===== config.mk =====
export PLATFORM = sky130hd
export DESIGN_NAME = pipe_stage_reg
export DESIGN_NICKNAME = d
export VERILOG_FILES = /design/src/rtl/cpu_pipe_pkg.sv /design/src/rtl/pipe_skid_ctrl.sv /design/src/rtl/pipe_stage_reg.sv
export SDC_FILE = /design/constraint.sdc
export NUM_CORES = 1
export LEC_CHECK = 0
export CAP_MARGIN = 20
export CORE_MARGIN = 3
export CORE_UTILIZATION = 48
export CTS_CLUSTER_SIZE = 40
export DETAILED_ROUTE_END_ITERATION = 8
export HOLD_SLACK_MARGIN = 0.12
export PLACE_DENSITY = 0.89
export SYNTH_ARGS = -nofsm -noshare
export SYNTH_HDL_FRONTEND = slang
export SYNTH_HIERARCHICAL = 1
export SYNTH_SLANG_ARGS = --single-unit

===== constraint.sdc =====
create_clock -name clk -period 2.4 [get_ports clk]
set_input_delay 0.36 -clock clk [delete_from_list [all_inputs] [get_ports clk]]
set_output_delay 0.36 -clock clk [all_outputs]
set_load 0.03 [all_outputs]

===== src/rtl/cpu_pipe_pkg.sv =====
// Shared pipeline definitions: stage payload layout, bubble encodings and the
// elastic-stage state enum.
package cpu_pipe_pkg;

  localparam int unsigned PIPE_DATA_W = 128;

  localparam logic [7:0] EXE_NOP_OP  = 8'b0000_0000;
  localparam logic [2:0] EXE_RES_NOP = 3'b000;

  typedef struct packed {
    logic [7:0]  aluop;
    logic [2:0]  alusel;
    logic [31:0] reg1;
    logic [31:0] reg2;
    logic [4:0]  wd;
    logic        wreg;
    logic [31:0] link;
    logic        delayslot;
  } id_ex_t;

  localparam int unsigned ID_EX_W = $bits(id_ex_t);

  localparam id_ex_t ID_EX_NOP = '{aluop: EXE_NOP_OP, alusel: EXE_RES_NOP, default: '0};

  typedef enum logic [1:0] {ST_EMPTY, ST_FULL, ST_SKID} pipe_state_e;

endpackage


===== src/rtl/pipe_skid_ctrl.sv =====
// Handshake control for pipe_stage_reg: valid bits, data-register load/select
// strobes and in_ready, either as a 2-entry skid FSM or a single register.
module pipe_skid_ctrl import cpu_pipe_pkg::*; #(
  parameter int unsigned SKID = 1
) (
  input  logic clk,
  input  logic rst,
  input  logic flush,
  input  logic in_valid,
  input  logic out_ready,
  output logic in_ready,
  output logic out_valid,
  output logic load_main,
  output logic main_from_skid,
  output logic load_skid
);

  if (SKID != 0) begin : gen_skid
    pipe_state_e state_q, state_d;
    logic        in_ready_q;
    logic        in_xfer;

    assign in_xfer   = in_valid && in_ready_q;
    assign in_ready  = in_ready_q;
    assign out_valid = (state_q != ST_EMPTY);

    always_comb begin
      state_d        = state_q;
      load_main      = 1'b0;
      main_from_skid = 1'b0;
      load_skid      = 1'b0;
      unique case (state_q)
        ST_EMPTY: begin
          if (in_xfer) begin
            state_d   = ST_FULL;
            load_main = 1'b1;
          end
        end
        ST_FULL: begin
          if (in_xfer && out_ready) begin
            load_main = 1'b1;
          end else if (in_xfer) begin
            state_d   = ST_SKID;
            load_skid = 1'b1;
          end else if (out_ready) begin
            state_d = ST_EMPTY;
          end
        end
        ST_SKID: begin
          if (out_ready) begin
            state_d        = ST_FULL;
            load_main      = 1'b1;
            main_from_skid = 1'b1;
          end
        end
        default: state_d = ST_EMPTY;
      endcase
      // Flush wins over any transfer in the same cycle.
      if (flush) begin
        state_d        = ST_EMPTY;
        load_main      = 1'b0;
        main_from_skid = 1'b0;
        load_skid      = 1'b0;
      end
    end

    always_ff @(posedge clk) begin
      if (rst) begin
        state_q    <= ST_EMPTY;
        in_ready_q <= 1'b1;
      end else begin
        state_q    <= state_d;
        in_ready_q <= (state_d != ST_SKID);
      end
    end
  end else begin : gen_single
    logic valid_q;
    logic in_xfer;

    assign in_ready       = !valid_q || out_ready;
    assign in_xfer        = in_valid && in_ready;
    assign out_valid      = valid_q;
    assign load_main      = in_xfer && !flush;
    assign main_from_skid = 1'b0;
    assign load_skid      = 1'b0;

    always_ff @(posedge clk) begin
      if (rst || flush) begin
        valid_q <= 1'b0;
      end else if (in_xfer) begin
        valid_q <= 1'b1;
      end else if (out_ready) begin
        valid_q <= 1'b0;
      end
    end
  end

endmodule


===== src/rtl/pipe_stage_reg.sv =====
// Generic elastic pipeline register with optional skid buffer and bubble muxing.
// Define PIPE_STAGE_PERF_EN to build the stall/bubble performance counters.
module pipe_stage_reg import cpu_pipe_pkg::*; #(
  parameter int unsigned          DATA_W    = PIPE_DATA_W,
  parameter logic [DATA_W-1:0]    NOP_VALUE = '0,
  parameter int unsigned          SKID      = 1,
  parameter int unsigned          CNT_W     = 32
) (
  input  logic              clk,
  input  logic              rst,
  input  logic              flush,
  input  logic              in_valid,
  output logic              in_ready,
  input  logic [DATA_W-1:0] in_data,
  output logic              out_valid,
  input  logic              out_ready,
  output logic [DATA_W-1:0] out_data,
  output logic [CNT_W-1:0]  stall_cnt,
  output logic [CNT_W-1:0]  bubble_cnt
);

  logic              load_main;
  logic              main_from_skid;
  logic              load_skid;
  logic [DATA_W-1:0] main_q;
  logic [DATA_W-1:0] skid_q;

  pipe_skid_ctrl #(
    .SKID(SKID)
  ) u_ctrl (
    .clk           (clk),
    .rst           (rst),
    .flush         (flush),
    .in_valid      (in_valid),
    .out_ready     (out_ready),
    .in_ready      (in_ready),
    .out_valid     (out_valid),
    .load_main     (load_main),
    .main_from_skid(main_from_skid),
    .load_skid     (load_skid)
  );

  always_ff @(posedge clk) begin
    if (rst) begin
      main_q <= NOP_VALUE;
      skid_q <= NOP_VALUE;
    end else begin
      if (load_main) main_q <= main_from_skid ? skid_q : in_data;
      if (load_skid) skid_q <= in_data;
    end
  end

  assign out_data = out_valid ? main_q : NOP_VALUE;

`ifdef PIPE_STAGE_PERF_EN
  localparam logic [CNT_W-1:0] CntOne = 1;

  logic [CNT_W-1:0] stall_q;
  logic [CNT_W-1:0] bubble_q;

  // Saturating; flush intentionally leaves the counts alone.
  always_ff @(posedge clk) begin
    if (rst) begin
      stall_q  <= '0;
      bubble_q <= '0;
    end else begin
      if (out_valid && !out_ready && (stall_q != '1)) stall_q <= stall_q + CntOne;
      if (!out_valid && out_ready && (bubble_q != '1)) bubble_q <= bubble_q + CntOne;
    end
  end

  assign stall_cnt  = stall_q;
  assign bubble_cnt = bubble_q;
`else
  assign stall_cnt  = '0;
  assign bubble_cnt = '0;
`endif

endmodule

==> results.toml, run 1 <==
[outcome]
status = "complete, no violations"

[die]
pin_count = 327
die-area_sq_um = 26300
rows = 56
die_y_um = 162
die_w_um = 162
initial_core_util = 0.493
core_area_sq_um = 23800

[clocking]
cts_root_buf = "clkbuf_16"
cts.sinks = 259
worst_skew_pair.late_latency_ns = 0.53
cts_buffer_depth = 3
htreeDepth = 1
cts_buffers = 27
cts.clk_slew.worst_paths_ns = 0.06
tritoncts = "built"

[global_routing]
grt_pass1_wl_um = 46000
grt_usage = 0.208
grt_max_degree = 98
grt-ovfl-total = 0
grt_pass1_vias = 9118
antenna_found_initial = 0

[critical_path]
ff2ff_setup_slack_ns = 0.40
timing.rr.end = "main_q[6]"
crit_fanout = 47
r2r_cells = 6
worst_setup_path_end_kind = "output port"
critPathKind = "reg -> out"
r2r-start = "u_ctrl/gen_skid.state_q[1]"
cp-start-kind = "register"
cp.required_ns = 2.04
crit_arrival_ns = 1.93

[timing]
hold_viol = 0
final.min_clock_period_ns = 2.29
final-setup-viol-count = 0
slew_viol_final = 0
rsz0062_at_grt = "no"
max_freq_mhz = 437
fin_crit_sh = 0.953
fin_ws_ns = 0.112
worst_pin_slew_ns = 0.677
fin_skew_ns = 0.0167
slew_headroom = 0.548
fin_tns_setup_ns = 0

[yosys]
yosys_warnings = 6
synth_top_area_share = 0.443
synth_cells = 1208
synth.area.top_cells = "dfxtp_1 (44%), mux2i_1 (22%), nor2_1 (8.2%)"
synth.distinct_cells = 25
synth-seq-cells = 259
synth.avg_cell_area_sq_um = 9.70
synthesis.area_sq_um = 11700
synth_seq_area_share = 0.443
yosysTopAreaCell = "dfxtp_1"

[run]
maxCapViolations = 0

[layout]
num_antenna_cells = 0
nets = 1581
layout-drive-gt1-share = 0.138
final_util = 0.634
fill_cells = 1868
area_growth_pct = 28.5

[routing]
vias = 9105
routed_wl_um = 28700
drtPass1Iterations = 5
drt_iter0_drc = 536
avgRoutedWirePerCell_um = 16.1
wirelength_met1_um = 12200
wl_met2_um = 13700
dr_wl_met3_um = 1860
vias_per_cell = 5.10
drc = 0
highest_layer = "met4"
ant_nets = 0

[place]
dpl_worst_slack_ns = 0.0148
dp_hpwl_um = 19700
portBuffers = 262
place.gp.congestion = 0.798

[worst_hold_path]
min_path_type = "in -> reg"
hold_start = "rst"
hold_path_end = "skid_q[116]"
min_path_cells = 2

[power_and_ir_drop]
power_density_nw_per_um2 = 673
p_leak_nw = 5.60
ir_worst_vdd_mv = 0.411
-- worst max-delay path by stage --
stage | start | end | slack [ns]
final | u_ctrl/gen_skid.state_q[1] | out_data[95] | 0.11
after global routing | u_ctrl/gen_skid.state_q[1] | out_data[95] | 0.02
after CTS | u_ctrl/gen_skid.state_q[0] | out_data[102] | 0.0002
after detailed placement | flush | main_q[6] | 0.01
after global placement | flush | main_q[121] | 0.09
after floorplan | u_ctrl/gen_skid.state_q[1] | main_q[105] | 0.53
-- cells by family after synthesis --
kind of cell	after synthesis	share of synthesized area
buffers and inverters	164	0.0967
AO/OA/AOI/OAI	131	0.0840
AND/OR/NAND/NOR	397	0.158
flip-flops	259	0.443
multiplexers	256	0.219
other	1	0.000320
-- stage by stage --
step	instance area (sq um)	total power [W]	hold WS (ns)	instances
CTS	15400	0.0102	0.411	1785
finish	15100	0.0101	0.417	1785
global placement	14400	0.00575	0.465	1737
floorplan	12000	0.00536	0.436	1271
detailed placement	14400	0.00579	0.473	1737
global route	15100	0.0105	0.442	1785
-- power breakdown --
| group | total (W) | switching [W] | internal [W] |
|---|---|---|---|
| registers | 0.00456 | 0.0000846 | 0.00447 |
| logic | 0.00112 | 0.000647 | 0.000475 |
| clock network | 0.00446 | 0.00168 | 0.00278 |
-- sequential cells by signal (all words and copies together) (netlist names) --
register / count
main_q: 128
skid_q: 128
u_ctrl/gen_skid.state_q: 2
u_ctrl/in_ready: 1
-- area by class of cell --
type / instances / area, sq um / share of cell area
Multi-Input combinational cell: 848 / 5660 / 0.376
Clock inverter: 11 / 190 / 0.0126
Inverter: 2 / 7.51 / 0.000499
Timing Repair Buffer: 310 / 2850 / 0.189
Tap cell: 319 / 399 / 0.0265
Clock buffer: 36 / 769 / 0.0511
Sequential cell: 259 / 5190 / 0.345
-- synth_stat cells (all sizes together) --
cell,count
and2,128
dfxtp,259
and3b,1
inv,2
mux2i,256
a41oi,1
a211oi,128
nand2b,1
and3,1
buf,113
nor2,257
or2,1
conb,1
clkbuf,49
a21oi,1
nand2,2
or4,1
nor4,3
and4b,1
nor4b,1
o221ai,1
-- critical path: stages, from the launching register on --
cell and delay (ns):
dfxtp_2 0.35, or2_4 0.32, buf_12 0.19, and2_1 0.18, clkdlybuf4s15_1 0.34
-- metal layers --
layer / up-vias / track usage
li1: 4486 / -
met1: 4269 / 0.265
met3: 64 / 0.0431
met2: 286 / 0.353
met5: - / 0
met4: 0 / 0.0710
-- cells in the final DEF (no fill, tap or decap), types with 2 or more instances in the layout --
master,count
buf_4,38
clkbuf_16,27
dfxtp_1,257
dlygate4sd2_1,25
buf_12,18
clkbuf_1,3
inv_1,2
clkbuf_8,7
dfxtp_2,2
nor2_1,256
bufinv_16,5
conb_1,64
nor4_1,2
nand2_1,2
a211oi_1,128
mux2i_1,256
clkbuf_2,69
and2_1,128
clkdlybuf4s50_1,132
clkdlybuf4s15_2,26
clkinv_2,3
-- timing repair --
action                                  4_1_cts  5_1_grt
endpoints found under the setup margin      124      108
setup buffers                                 1        0
hold buffers                                  0        0
resized for setup                           223       91
pin swaps                                     1        1
No activity file was read; power rests on OpenSTA's default activity.
==> run 2, diff against run 1 <==
Settings changed: GPL_TIMING_DRIVEN set to 1.
==> results of run 2 <==
The final DEF is identical to that of run 1; final timing and power are the same.
==> run 3, diff against run 2 <==
Settings changed: CORE_UTILIZATION 48 to 35, PLACE_DENSITY 0.89 to 0.7, SLEW_MARGIN set to 20.
==> run 3 against run 2 <==
Net effect: critical path depth did not move; largest power group unchanged; combinational power about the same; via count fell by 2.2%; cell area is 0.14% lower; largest cell class unchanged; die area grew 36%; wire length rose by 0.82%; sequential share of layout area is essentially flat.
==> results.toml, run 3 (same netlist as run 1, synthesis figures left out) <==
[outcome]
status = "complete, no violations"

[layout]
reg_top3 = "main_q: 128 flops, skid_q: 128 flops, u_ctrl/gen_skid.state_q: 2 flops"
final_util = 0.459
final_cell_mix = "dfxtp_1 (258), mux2i_1 (256), nor2_1 (256)"
multi_input_area_sq_um = 5660
num_antenna_cells = 0
area_growth_pct = 28.4
final_common_cell = "dfxtp_1"
layout-drive-gt1-share = 0.150
regArea_sq_um = 5190
fill_cells = 3119
final_cells = 1904
nets = 1576

[power_and_ir_drop]
swShare = 0.241
power_w = 0.0100
p_sw_w = 0.00243
intPower_w = 0.00762
clkPwrFrac = 0.437
ir_worst_vdd_mv = 0.519
combPwrFrac = 0.110
power_density_nw_per_um2 = 668
p_leak_nw = 5.53
power_frac_seq = 0.453

[timing]
hold_viol = 0
final.min_clock_period_ns = 2.27
worst_pin_slew_ns = 0.508
fin_tns_setup_ns = 0
slew_viol_final = 0
fin_skew_ns = 0.0128
fin_crit_sh = 0.944
rsz0062_at_grt = "no"
max_freq_mhz = 441
final-setup-viol-count = 0
slew_headroom = 0.661

[clocking]
htreeDepth = 1
worst_skew_pair.late_latency_ns = 0.54
cts.sinks = 259
cts_setup_buffers = 0
cts_buffers = 28
tritoncts = "built"
cts_buffer_depth = 3
cts_root_buf = "clkbuf_16"
cts.clk_slew.worst_paths_ns = 0.06

[global_routing]
grt_pass1_vias = 8633
grt_pass1_wl_um = 46100
antenna_found_initial = 2
grt_max_degree = 79
grt_usage = 0.154
grt-ovfl-total = 0

[run]
maxCapViolations = 0

[place]
portBuffers = 262
place.gp.congestion = 0.751
dpl.cell_count = 1855
dp_hpwl_um = 19800

[critical_path]
cp.required_ns = 2.04
crit_arrival_ns = 1.91
crit_fanout = 15
critPathKind = "reg -> out"
worst_setup_path_end_kind = "output port"
cp-start-kind = "register"

[die]
die-area_sq_um = 35700
die_w_um = 189
die_y_um = 189
core_area_sq_um = 32800
pin_count = 327
initial_core_util = 0.357
rows = 66

[routing]
drc = 0
vias_per_cell = 4.68
vias = 8906
routed_wl_um = 28900
drtPass1Iterations = 6
avgRoutedWirePerCell_um = 15.2
drt_iter0_drc = 383
ant_nets = 0

[worst_hold_path]
min_path_type = "in -> reg"
-- run 3: changes by cell type in the layout (fill, tap and decap cells not counted), sizes merged, moves of 3 or more --
cell / delta
dlygate4sd2: -23
clkdlybuf4s15: -25
buf: +4
clkbuf: +46
bufinv: -3
-- run 3: area by class of cell --
type | count | share of cell area
clock inverter | 5 | 0.00499
clock buffer | 44 | 0.0580
inverter | 2 | 0.000499
tap | 442 | 0.0368
multi-input combinational | 848 | 0.376
timing repair buffer | 304 | 0.179
sequential | 259 | 0.345
-- run 3: power groups by stage --
stage	sequential [W]	clock [W]	combinational (W)
floorplan	0.00462	0	0.000747
global placement	0.00464	0	0.00112
detailed placement	0.00465	0	0.00114
CTS	0.00455	0.00453	0.00112
global route	0.00457	0.00471	0.00121
finish	0.00455	0.00439	0.00111
-- run 3: layer usage --
metal	GRT usage	share of wire	vias to the layer above
li1	-	-	4483
met1	0.205	0.46	4122
met2	0.244	0.44	247
met3	0.0522	0.079	50
met4	0.0367	0.023	4
met5	0	0.00090	-
-- run 3: worst paths after layout --
path | startpoint | to | slack, ns | cells after the start
worst min register to register | main_q[33] | main_q[33] | 0.48 | 2
worst max-delay path | u_ctrl/gen_skid.state_q[1] | out_data[13] | 0.13 | 4
worst max register to register | u_ctrl/gen_skid.state_q[1] | main_q[36] | 0.41 | 6
worst min-delay path | rst | skid_q[114] | 0.31 | 2
-- run 3: per-stage QoR --
stage	setup WS, ns	area (sq um)	hold slack [ns]
after floorplan	0.528	12000	0.436
after global placement	0.137	14600	0.468
after detailed placement	0.0595	14600	0.473
after CTS	0.000466	15500	0.305
after global routing	0.0124	15000	0.329
final	0.135	15000	0.307
-- run 3: critical path, stage by stage (launching register included) --
cell and delay, ns:
dfxtp_1 0.44, or2_4 0.22, buf_4 0.21, and2_1 0.17, clkdlybuf4s15_2 0.30
-- run 3: timing repair --
item / in CTS / in global routing
endpoints found under the setup margin: 111 / 108
gates resized for setup: 153 / 177
hold buffers: 0 / 0
